## config.mk

```make
export PLATFORM = sky130hd
export DESIGN_NAME = dmem_port_arbiter
export DESIGN_NICKNAME = d
export VERILOG_FILES = /design/src/rtl/riscv_pkg.sv /design/src/rtl/dmem_store_align.sv /design/src/rtl/dmem_port_arbiter.sv
export SDC_FILE = /design/constraint.sdc
export NUM_CORES = 1
export LEC_CHECK = 0
export ABC_CLOCK_PERIOD_IN_PS = 4200
export CAP_MARGIN = 5
export CORE_AREA = 2 2 101 103
export CTS_BUF_LIST = sky130_fd_sc_hd__clkbuf_8
export DETAILED_ROUTE_END_ITERATION = 16
export DIE_AREA = 0 0 103 105
export PLACE_DENSITY = 0.66
export REMOVE_ABC_BUFFERS = 1
export SYNTH_ARGS = -nofsm -noshare
export SYNTH_HDL_FRONTEND = slang
export SYNTH_SLANG_ARGS = --single-unit
export TNS_END_PERCENT = 100
```

## constraint.sdc

```tcl
create_clock -name clk -period 4.2 [get_ports clk]
set_clock_uncertainty 0.1 [all_clocks]
set_input_delay 0.84 -clock clk [delete_from_list [all_inputs] [get_ports clk]]
set_output_delay 0.84 -clock clk [all_outputs]
set_load 0.01 [all_outputs]
```

## src/rtl/riscv_pkg.sv

```systemverilog
// Shared RISC-V datapath definitions: MemRW encodings, requester ids and
// the dmem arbiter state encoding.
package riscv_pkg;

   typedef enum logic [1:0] {
      MEMRW_RD = 2'b00,
      MEMRW_SW = 2'b01,
      MEMRW_SH = 2'b10,
      MEMRW_SB = 2'b11
   } memrw_e;

   localparam logic REQ_CORE = 1'b0;
   localparam logic REQ_DMA  = 1'b1;

   typedef enum logic {
      ARB    = 1'b0,
      LOCKED = 1'b1
   } arb_state_e;

endpackage

```

## src/rtl/dmem_store_align.sv

```systemverilog
// Store alignment: turns MemRW, the low address bits and right-aligned store
// data into BRAM byte enables and replicated lane data; flags misaligned stores.
module dmem_store_align
   import riscv_pkg::*;
(
   input  logic [1:0]  memrw,
   input  logic [1:0]  addr_lo,
   input  logic [31:0] wdata,
   output logic [3:0]  we,
   output logic [31:0] din,
   output logic        misalign
);

   always_comb begin
      we       = 4'b0000;
      din      = wdata;
      misalign = 1'b0;
      case (memrw)
         MEMRW_SW: begin
            we       = 4'b1111;
            din      = wdata;
            misalign = (addr_lo != 2'b00);
         end
         MEMRW_SH: begin
            we       = 4'b0011 << {addr_lo[1], 1'b0};
            din      = {2{wdata[15:0]}};
            misalign = addr_lo[0];
         end
         MEMRW_SB: begin
            we  = 4'b0001 << addr_lo;
            din = {4{wdata[7:0]}};
         end
         default: ;
      endcase
      // A misaligned store is dropped: the access still happens, but writes nothing
      if (misalign)
         we = 4'b0000;
   end

endmodule

```

## src/rtl/dmem_port_arbiter.sv

```systemverilog
// Core/DMA arbiter in front of the single-port data BRAM, with DMA lock bursts
// and tagged read return. Define DMEM_ARB_RR_EN for round-robin instead of core priority.
module dmem_port_arbiter
   import riscv_pkg::*;
#(
   parameter int AWIDTH  = 14,
   parameter int MEM_LAT = 1
`ifndef DMEM_ARB_RR_EN
   ,
   parameter int STARVE_MAX = 4
`endif
)(
   input  logic              clk,
   input  logic              rst,
   input  logic              core_req,
   input  logic [1:0]        core_memrw,
   input  logic [31:0]       core_addr,
   input  logic [31:0]       core_wdata,
   output logic              core_gnt,
   output logic              core_rvalid,
   input  logic              dma_req,
   input  logic [1:0]        dma_memrw,
   input  logic [31:0]       dma_addr,
   input  logic [31:0]       dma_wdata,
   input  logic              dma_lock,
   output logic              dma_gnt,
   output logic              dma_rvalid,
   output logic [31:0]       rdata,
   output logic              mem_en,
   output logic [3:0]        mem_we,
   output logic [AWIDTH-1:0] mem_addr,
   output logic [31:0]       mem_din,
   input  logic [31:0]       mem_dout,
   output logic              err_misalign
);

   arb_state_e state, state_next;

`ifdef DMEM_ARB_RR_EN
   logic last_winner;
`else
   localparam logic [3:0] STARVE_LIM = 4'(STARVE_MAX);
   logic [3:0] starve_cnt;
`endif

   logic [1:0]  sel_memrw;
   logic [31:0] sel_addr;
   logic [31:0] sel_wdata;
   logic [3:0]  align_we;
   logic [31:0] align_din;
   logic        align_misalign;
   logic        rd_issue;
   logic        unused_addr_hi;

   logic [MEM_LAT-1:0] tag_valid;
   logic [MEM_LAT-1:0] tag_id;

   // Grants are decided in the request cycle; nothing is granted while reset is held
   always_comb begin
      core_gnt   = 1'b0;
      dma_gnt    = 1'b0;
      state_next = state;
      if (rst) begin
         case (state)
            ARB: begin
`ifdef DMEM_ARB_RR_EN
               if (core_req && dma_req) begin
                  core_gnt = (last_winner == REQ_DMA);
                  dma_gnt  = (last_winner == REQ_CORE);
               end else begin
                  core_gnt = core_req;
                  dma_gnt  = dma_req;
               end
`else
               if (core_req && !(dma_req && (starve_cnt == STARVE_LIM)))
                  core_gnt = 1'b1;
               else
                  dma_gnt = dma_req;
`endif
               if (dma_gnt && dma_lock)
                  state_next = LOCKED;
            end
            LOCKED: begin
               dma_gnt = dma_req;
               if (dma_gnt && !dma_lock)
                  state_next = ARB;
            end
            default: state_next = ARB;
         endcase
      end
   end

   always_ff @(posedge clk or negedge rst) begin
      if (!rst) begin
         state        <= ARB;
         err_misalign <= 1'b0;
`ifdef DMEM_ARB_RR_EN
         last_winner  <= REQ_DMA;
`else
         starve_cnt   <= 4'd0;
`endif
      end else begin
         state        <= state_next;
         err_misalign <= mem_en && align_misalign;
`ifdef DMEM_ARB_RR_EN
         if (core_gnt)
            last_winner <= REQ_CORE;
         else if (dma_gnt)
            last_winner <= REQ_DMA;
`else
         // The starvation count is frozen during a lock burst
         if (state == ARB) begin
            if (!dma_req || dma_gnt)
               starve_cnt <= 4'd0;
            else if (starve_cnt != STARVE_LIM)
               starve_cnt <= starve_cnt + 4'd1;
         end
`endif
      end
   end

   assign sel_memrw = dma_gnt ? dma_memrw : core_memrw;
   assign sel_addr  = dma_gnt ? dma_addr  : core_addr;
   assign sel_wdata = dma_gnt ? dma_wdata : core_wdata;

   dmem_store_align u_align (
      .memrw    (sel_memrw),
      .addr_lo  (sel_addr[1:0]),
      .wdata    (sel_wdata),
      .we       (align_we),
      .din      (align_din),
      .misalign (align_misalign)
   );

   assign unused_addr_hi = ^sel_addr[31:AWIDTH+2];

   assign mem_en   = core_gnt | dma_gnt;
   assign mem_we   = mem_en ? align_we : 4'b0000;
   assign mem_din  = mem_en ? align_din : 32'd0;
   assign mem_addr = mem_en ? sel_addr[AWIDTH+1:2] : '0;
   assign rd_issue = mem_en && (sel_memrw == MEMRW_RD);

   // Each granted read travels MEM_LAT stages alongside the BRAM so its data returns to the issuer
   always_ff @(posedge clk or negedge rst) begin
      if (!rst) begin
         tag_valid <= '0;
         tag_id    <= '0;
      end else begin
         tag_valid[0] <= rd_issue;
         tag_id[0]    <= dma_gnt ? REQ_DMA : REQ_CORE;
         for (int i = 1; i < MEM_LAT; i++) begin
            tag_valid[i] <= tag_valid[i-1];
            tag_id[i]    <= tag_id[i-1];
         end
      end
   end

   assign core_rvalid = tag_valid[MEM_LAT-1] && (tag_id[MEM_LAT-1] == REQ_CORE);
   assign dma_rvalid  = tag_valid[MEM_LAT-1] && (tag_id[MEM_LAT-1] == REQ_DMA);
   assign rdata       = mem_dout;

endmodule

```

==> reports/qor.txt, run 1 <==
post-route ant nets: 0
Setup TNS Final: 0 ns
Placed Area: 3662 µm²
Vias: 2569
fin nets: 606
Design Area, Final: 3691 µm²
DRT Pass-1 Iters: 4
Async S/R FF share, synth: 1.000
share of layout cells above drive strength 1: 0.1916
Final Non-Filler Cells: 561
vias in the first global route: 2662
warnings from Yosys: 0
fin. max-slew vios: 0
synthesized area: 1872 µm²
worst slew pin tran: 0.5412 ns
CP max FO: 6
fill cell count: 1048
number of antenna violations at the first check in global routing: 0
most frequent cells in the layout: 129 x clkdlybuf4s50_1, 52 x nand2_1, 41 x buf_4
grt total ovfl: 0
worst skew pair latency: 0.24 ns
CTS tree: done
all-layer global routing usage: 0.1679
Final period util: 0.9692
Die Ht: 105 µm
DR WL/cell: 17.09 µm
Area Overhead vs Synth: 97.19%
HP Class: reg2reg
Syn Area/Cell: 7.010 µm²
Critical Path RT: 3.26 ns
CTS buffer count: 3
RSZ-0062 raised after global routing: no
CTS Sinks: 8
DR iter-0 viols: 99
pwr/cell area: 173.9 nW/µm²
Initial Utilization: 0.1942
gpl congestion: 0.8200
drt total wl: 9590 µm
Synth cell types: 43
Syn Inst Count: 267
VDD IR max: 0.06595 mV
Crit Path Class: in2out
Top-Level Pins: 257
Core ar.: 9639 µm²
register area: 200.2 µm²
crit path launch type: primary input
global-route wire length before repair: 14090 µm
Setup crit end kind: output pin
maximum clock path buffer count: 2
Worst Path Arrival: 3.13 ns
number of inserted diodes: 0
H-tree lvl count: 1
clock root cell: clkbuf_8
Post-synth EDFFs: 0
Core Rows: 36
status: finished, final reports clean
Port Buffers: 160
P_leak: 1.670 nW
final core occ: 0.3829
Seq/Total Area, Yosys: 0.1070
Via-to-Cell Ratio: 4.579
Die Area: 10820 µm²
hold buffer count at CTS: 0
total design power: 641.8 µW
Finish-stage setup viols: 0
Fin. Hold Viols: 0
slew margin rel.: 0.6381
ys flop type: dfrtp_1
multi-input logic area: 1351 µm²
maximum clock rate: 245.7 MHz
placed cell count: 554
Max Cap Violations: 0
Die W: 103 µm
#FFs+latches synth: 8
clock-pin slew of the registers on the worst-case setup and hold paths: 0.05 ns
post-DP HPWL: 7751 µm
fin crit period: 4.071 ns
# DRC: 0
largest net degree at the start of global routing: 37
commonest non-fill, non-tap cell in the layout: clkdlybuf4s50_1
cell type report:
| class | instances | area share |
|---|---|---|
| inverters | 10 | 0.01186 |
| repair buffers | 205 | 0.5115 |
| well taps | 133 | 0.04508 |
| multi-input cells | 202 | 0.3661 |
| clock buffers | 3 | 0.01119 |
| flip-flops and latches | 8 | 0.05424 |
routing by layer:
| layer | track usage | part of all wire | vias up |
|---|---|---|---|
| met5 | 0.05641 | 0 | - |
| met4 | 0.02538 | 0.011 | 0 |
| met3 | 0.09365 | 0.15 | 9 |
| met2 | 0.2741 | 0.44 | 170 |
| met1 | 0.1903 | 0.40 | 1150 |
| li1 | - | - | 1240 |
synth_stat cells, drive strengths merged, types with 7 or more instances:
cell type | instances | area [µm²]
nand2 | 53 | 201.5
buf | 40 | 284.0
mux2i | 27 | 270.3
nor2 | 20 | 75.07
a21oi | 17 | 85.08
nand3 | 13 | 65.06
and3 | 9 | 56.30
o22a | 9 | 78.83
dfrtp | 8 | 200.2
inv | 8 | 30.03
o221ai | 8 | 70.07
o22ai | 8 | 50.05
clkbuf | 7 | 30.03
ha | 7 | 87.58
flip-flops by register name, summed over array words and instances (netlist names):
signal,count
starve_cnt,4
err_misalign,1
state,1
tag_id,1
tag_valid,1
cell families (layout without fill, tap and decap cells):
kind of cell               count (synthesis)  in the layout  synth area share
DFF                                        8              8            0.1070
muxes                                     31             31            0.1705
AOI/OAI and AO/OA                         62             62            0.2393
adders and majority gates                  7              7           0.04679
and+or+nand+nor                          102            102            0.2460
buffers and inverters                     57            218            0.1905
per-stage QoR:
stage               hold slack [ns]  setup WS, ns
finish                       0.4615        0.1293
CTS                          0.4613        0.1149
global route                 0.4858       0.02362
floorplan                    0.3964      -0.07815
global placement             0.4164       -0.6088
detailed placement           0.4347       -0.6112
critical path, cell delays in order:
cell,delay (ns)
dlygate4sd2_1,0.25
nor2b_4,0.13
a21o_4,0.22
clkinv_4,0.05
mux2_2,0.34
buf_6,0.14
ha_2,0.17
buf_4,0.13
clkinv_2,0.07
nand2_1,0.05
mux2i_1,0.13
buf_4,0.17
buf_6,0.11
o22a_1,0.13
nor2_1,0.04
buf_2,0.15
worst paths after layout:
kind,from,cells after the start,endpoint,slack [ns]
max in group asynchronous,rst,2,starve_cnt[2],3.26
setup reg to reg,starve_cnt[0],10,err_misalign,1.79
hold reg to reg,starve_cnt[3],1,starve_cnt[3],0.46
hold / removal,starve_cnt[3],1,starve_cnt[3],0.46
min in group asynchronous,rst,2,tag_id,0.59
setup / recovery,core_req,16,mem_din[12],0.13
power breakdown:
| group | internal [mW] | switching, mW |
|---|---|---|
| Clock | 0.0625 | 0.0345 |
| Sequential | 0.0871 | 0.0101 |
| Combinational | 0.255 | 0.193 |
repair_timing:
action / in CTS / in global routing
buffers inserted: 4 / 0
endpoints found under the setup margin: 28 / 0
resized for setup: 77 / 0
(Power assumes the default switching activity.)
==> inputs of run 2 (changes only) <==
Settings changed: SKIP_CTS_REPAIR_TIMING from default to 1.
==> run 2 against run 1 <==
Sequential share of layout area shrank 0.090 points. Utilization grew 0.65 points. First-iteration DRC count shrank 17%. Combinational power is essentially flat. Clock-buffer cell count is the same. Routed wire length grew 0.72%. Via count grew 0.90%. Hold slack is the same. Die area is the same. Flip-flop and latch count is the same. Critical endpoint is now mem_din[11]. Largest cell class unchanged.
==> reports/qor.txt, run 2 (synthesis gave the netlist of run 1 again) <==
status: finished, final reports clean
crit-path max cell delay: 0.34 ns
Finish-stage setup viols: 0
CTS tree: done
cell chain of the critical path: dlymetal6s2s_1 -> nor2b_4 -> a21o_4 -> clkinv_4 -> mux2_2 -> buf_6 -> ha_2 -> buf_4 -> clkinvlp_4 -> nand2_1 -> mux2i_1 -> buf_4 -> o22a_1 -> nor2_1 -> clkbuf_2
fin nets: 604
buffers and inverters on the worst path: 7
most frequent cells in the layout: 129 x clkdlybuf4s50_1, 51 x nand2_1, 40 x buf_4
Top cell by count, worst path: buf_4
maximum clock rate: 254.5 MHz
post-route ant nets: 0
Crit-path slowest cell: mux2_2
clock-pin slew of the registers on the worst-case setup and hold paths: 0.05 ns
max reg flops: 4
worst slew pin tran: 0.5521 ns
gpl congestion: 0.8200
Setup TNS Final: 0 ns
all-layer global routing usage: 0.1654
RSZ-0062 raised after global routing: no
final core occ: 0.3894
Max Cap Violations: 0
Area Overhead vs Synth: 100.5%
# DRC: 0
Die Ht: 105 µm
met3 Usage GRT: 0.09298
total design power: 645.0 µW
HP Class: reg2reg
Final period util: 0.9354
Vias: 2592
Critical Path RT: 3.26 ns
slew margin rel.: 0.6308
DR iter-0 viols: 82
delay-heaviest family, CP: buffers and inverters
DR WL/cell: 17.28 µm
Port Buffers: 160
Crit Path Class: in2out
largest net degree at the start of global routing: 37
fin. max-slew vios: 0
Top-Level Pins: 257
crit path launch: core_req
Initial Utilization: 0.1942
Core ar.: 9639 µm²
Die Area: 10820 µm²
clock root cell: clkbuf_8
fin crit period: 3.929 ns
Final Non-Filler Cells: 559
drt total wl: 9659 µm
CP max FO: 8
Setup crit end kind: output pin
commonest non-fill, non-tap cell in the layout: clkdlybuf4s50_1
CTS buffer count: 3
fill cell count: 1037
M2 GR Usage: 0.2709
share of layout cells above drive strength 1: 0.1925
number of inserted diodes: 0
post-DP HPWL: 7751 µm
maximum clock path buffer count: 2
Design Area, Final: 3754 µm²
Via-to-Cell Ratio: 4.637
grt total ovfl: 0
largest register by flop count: starve_cnt
Die W: 103 µm
crit path launch type: primary input
worst skew pair latency: 0.24 ns
Fin. Hold Viols: 0
routing usage on met1: 0.1863
pwr/cell area: 171.8 nW/µm²
number of antenna violations at the first check in global routing: 0
hold path start: starve_cnt[3]
H-tree lvl count: 1
DRT Pass-1 Iters: 4
VDD IR max: 0.06613 mV
CTS Sinks: 8
placed cell count: 554
vias in the first global route: 2606
Worst Path Arrival: 2.99 ns
Placed Area: 3662 µm²
Core Rows: 36
worst slack, placed: -0.6112 ns
global-route wire length before repair: 13810 µm
P_leak: 1.872 nW
Final WS setup: 0.2712 ns
R2R Path Start: starve_cnt[0]
gr busiest metal: met2
Hold Slack: 0.4615 ns
## run 2: changes by cell type in the layout (fill, tap and decap cells not counted), moves of 3 or more
cell,delta
dlygate4sd2_1,-19
dlymetal6s2s_1,+19
buf_2,-7
clkbuf_2,+7
a21boi_1,-3
a21boi_2,+3
## run 2: layout make-up
cell class	count	area, µm²	share of cell area
Clock buffer	3	41.29	0.01100
Timing Repair Buffer	203	1941	0.5170
Sequential cell	8	200.2	0.05333
Tap cell	133	166.4	0.04433
Multi-Input combinational cell	202	1359	0.3620
Inverter	10	46.29	0.01233
## run 2: worst paths after layout
kind,to,slack [ns],cells past startpoint
min reg2reg,starve_cnt[3],0.46,1
max in group asynchronous,starve_cnt[2],3.36,2
max,mem_din[11],0.27,15
min in group asynchronous,tag_id,0.49,2
max reg2reg,err_misalign,1.79,10
min,starve_cnt[3],0.46,1
## run 2: worst register-to-register path: cells and delay by family, from the launching register on
kind | cells | cell delay, ns
mux | 1 | 0.36
flops | 1 | 0.39
simple gates | 2 | 0.17
fa+ha+maj | 1 | 0.22
compound gates | 2 | 0.41
buf+inv | 4 | 0.63
## run 2: routing by layer
layer  part of all wire  vias to the layer above  routed length [µm]
met2               0.45                      180                4331
met5                  0                        -                   0
met3               0.15                        9                1431
met4             0.0090                        0                  87
met1               0.39                     1170                3809
li1                   -                     1233                   -
## run 2: where the power goes
part	switching (mW)	total [mW]	leakage (nW)	internal [mW]
clock	0.0344	0.0969	0.0216	0.0625
combinational	0.193	0.451	1.74	0.258
sequential	0.0101	0.0972	0.106	0.0871
==> inputs of run 3 (changes only) <==
Settings changed: GPL_TIMING_DRIVEN from default to 0.
==> run 3 against run 2 <==
Die area is the same. Critical path type unchanged. Flip-flop and latch count is the same. Highest routed layer is now met5. Cell area grew 1.0%. Largest cell class unchanged. Largest power group unchanged. Clock-buffer cell count is the same. Clock power shrank 2.5%. First-iteration DRC count shrank 52%.
==> reports/qor.txt, run 3 (synthesis gave the netlist of run 1 again) <==
Core Rows: 36
largest net degree at the start of global routing: 47
DR WL/cell: 18.60 µm
Worst Path Arrival: 3.14 ns
Core ar.: 9639 µm²
FF-to-FF path depth: 12
maximum clock path buffer count: 2
number of inserted diodes: 0
worst slew pin tran: 0.5158 ns
vias in the first global route: 2483
VDD IR max: 0.08487 mV
Reg2Reg Setup Slack: 1.59 ns
Initial Utilization: 0.1942
Critical Path RT: 3.26 ns
Via-to-Cell Ratio: 4.697
Final period util: 0.9713
fill cell count: 1016
R2R Path Start: starve_cnt[0]
worst skew pair latency: 0.23 ns
Port Buffers: 160
largest register by flop count: starve_cnt
FF-to-FF End: err_misalign
Crit-path slowest cell: clkdlybuf4s50_1
worst slack, placed: -2.169 ns
crit path launch type: primary input
share of layout cells above drive strength 1: 0.1825
Vias: 2555
Final WS setup: 0.1204 ns
slew margin rel.: 0.6548
gpl congestion: 0.7701
Die Ht: 105 µm
post-route ant nets: 0
cell chain of the critical path: clkbuf_4 -> nand2_2 -> a21o_4 -> buf_12 -> nand2_1 -> nand2_2 -> inv_2 -> ha_4 -> o211ai_4 -> buf_12 -> o22ai_1 -> clkdlybuf4s50_1
Hold Slack: 0.3765 ns
Fin. Hold Viols: 0
H-tree lvl count: 1
Finish-stage setup viols: 0
fin nets: 589
Area Overhead vs Synth: 102.6%
final core occ: 0.3934
DR iter-0 viols: 39
Crit Path Class: in2out
CTS Sinks: 8
CTS tree: done
max reg flops: 4
grt total ovfl: 0
pwr/cell area: 174.3 nW/µm²
maximum clock rate: 245.1 MHz
CTS buffer count: 3
Setup crit end kind: output pin
all-layer global routing usage: 0.1587
Max Cap Violations: 0
fin. max-slew vios: 0
CP max FO: 12
most frequent cells in the layout: 137 x clkdlybuf4s50_1, 50 x nand2_1, 26 x mux2i_1
HP Class: in2async
CP endpoint: mem_din[23]
clock root cell: clkbuf_8
Die Area: 10820 µm²
global-route wire length before repair: 13210 µm
fin crit period: 4.080 ns
# DRC: 0
Die W: 103 µm
crit-path max cell delay: 0.57 ns
P_leak: 1.741 nW
commonest non-fill, non-tap cell in the layout: clkdlybuf4s50_1
crit path launch: rst
DRT Pass-1 Iters: 4
status: finished, final reports clean
clock-pin slew of the registers on the worst-case setup and hold paths: 0.04 ns
post-DP HPWL: 7399 µm
number of antenna violations at the first check in global routing: 0
drt total wl: 10120 µm
Top-Level Pins: 257
## run 3: cell count changes in the layout (fill, tap and decap cells not counted), moves of 2 or more
cell / change
buf_4: -19
clkdlybuf4s50_1: +8
dlymetal6s2s_1: -6
clkbuf_2: -2
ha_1: -2
ha_4: +2
inv_1: -2
inv_8: +2
o221ai_1: -2
o221ai_2: +2
## run 3: how the worst min path moves through the flow
stage | from | end | slack, ns | depth (start not counted)
2_1_floorplan | state | state | 0.40 | 1
3_3_place_gp | state | state | 0.42 | 1
3_5_place_dp | state | state | 0.44 | 1
4_1_cts | state | state | 0.45 | 1
5_1_grt | rst | starve_cnt[1] | 0.38 | 1
6_report | rst | starve_cnt[1] | 0.38 | 1
## run 3: layout make-up
cell class,instances,area [µm²],share of cell area
Clock buffer,3,41.29,0.01089
Inverter,10,76.32,0.02013
Multi-Input combinational cell,203,1463,0.3857
Sequential cell,8,200.2,0.05279
Tap cell,133,166.4,0.04388
Timing Repair Buffer,185,1823,0.4807
Timing Repair inverter,2,22.52,0.005939
## run 3: layer usage
layer,GRT usage,vias to the layer above,share of wire
met1,0.1823,1165,0.39
met2,0.2514,168,0.46
met4,0.02444,2,0.0070
met5,0.05641,-,0.0035
met3,0.09498,8,0.14
li1,-,1212,-
## run 3: report_power, final
group	total (mW)	internal [mW]	switching, mW
clock	0.0945	0.0623	0.0322
combinational	0.470	0.259	0.211
sequential	0.0968	0.0871	0.00972
total	0.661	0.408	0.253
## run 3: stage by stage
step	setup TNS [ns]	power (mW)	instance area, µm²	std cells
2_1_floorplan	-0.4989	0.2786	1558	220
5_1_grt	-0.06173	0.7070	3792	544
3_5_place_dp	-60.19	0.5094	3357	514
4_1_cts	-59.87	0.6083	3398	517
3_3_place_gp	-73.31	0.4984	3326	513
6_report	0	0.6609	3792	544
## run 3: critical path, delay by kind of cell
| family | cells | cell delay (ns) |
|---|---|---|
| buf+inv | 5 | 1.25 |
| fa+ha+maj | 1 | 0.18 |
| simple gates | 3 | 0.32 |
| compound gates | 3 | 0.54 |
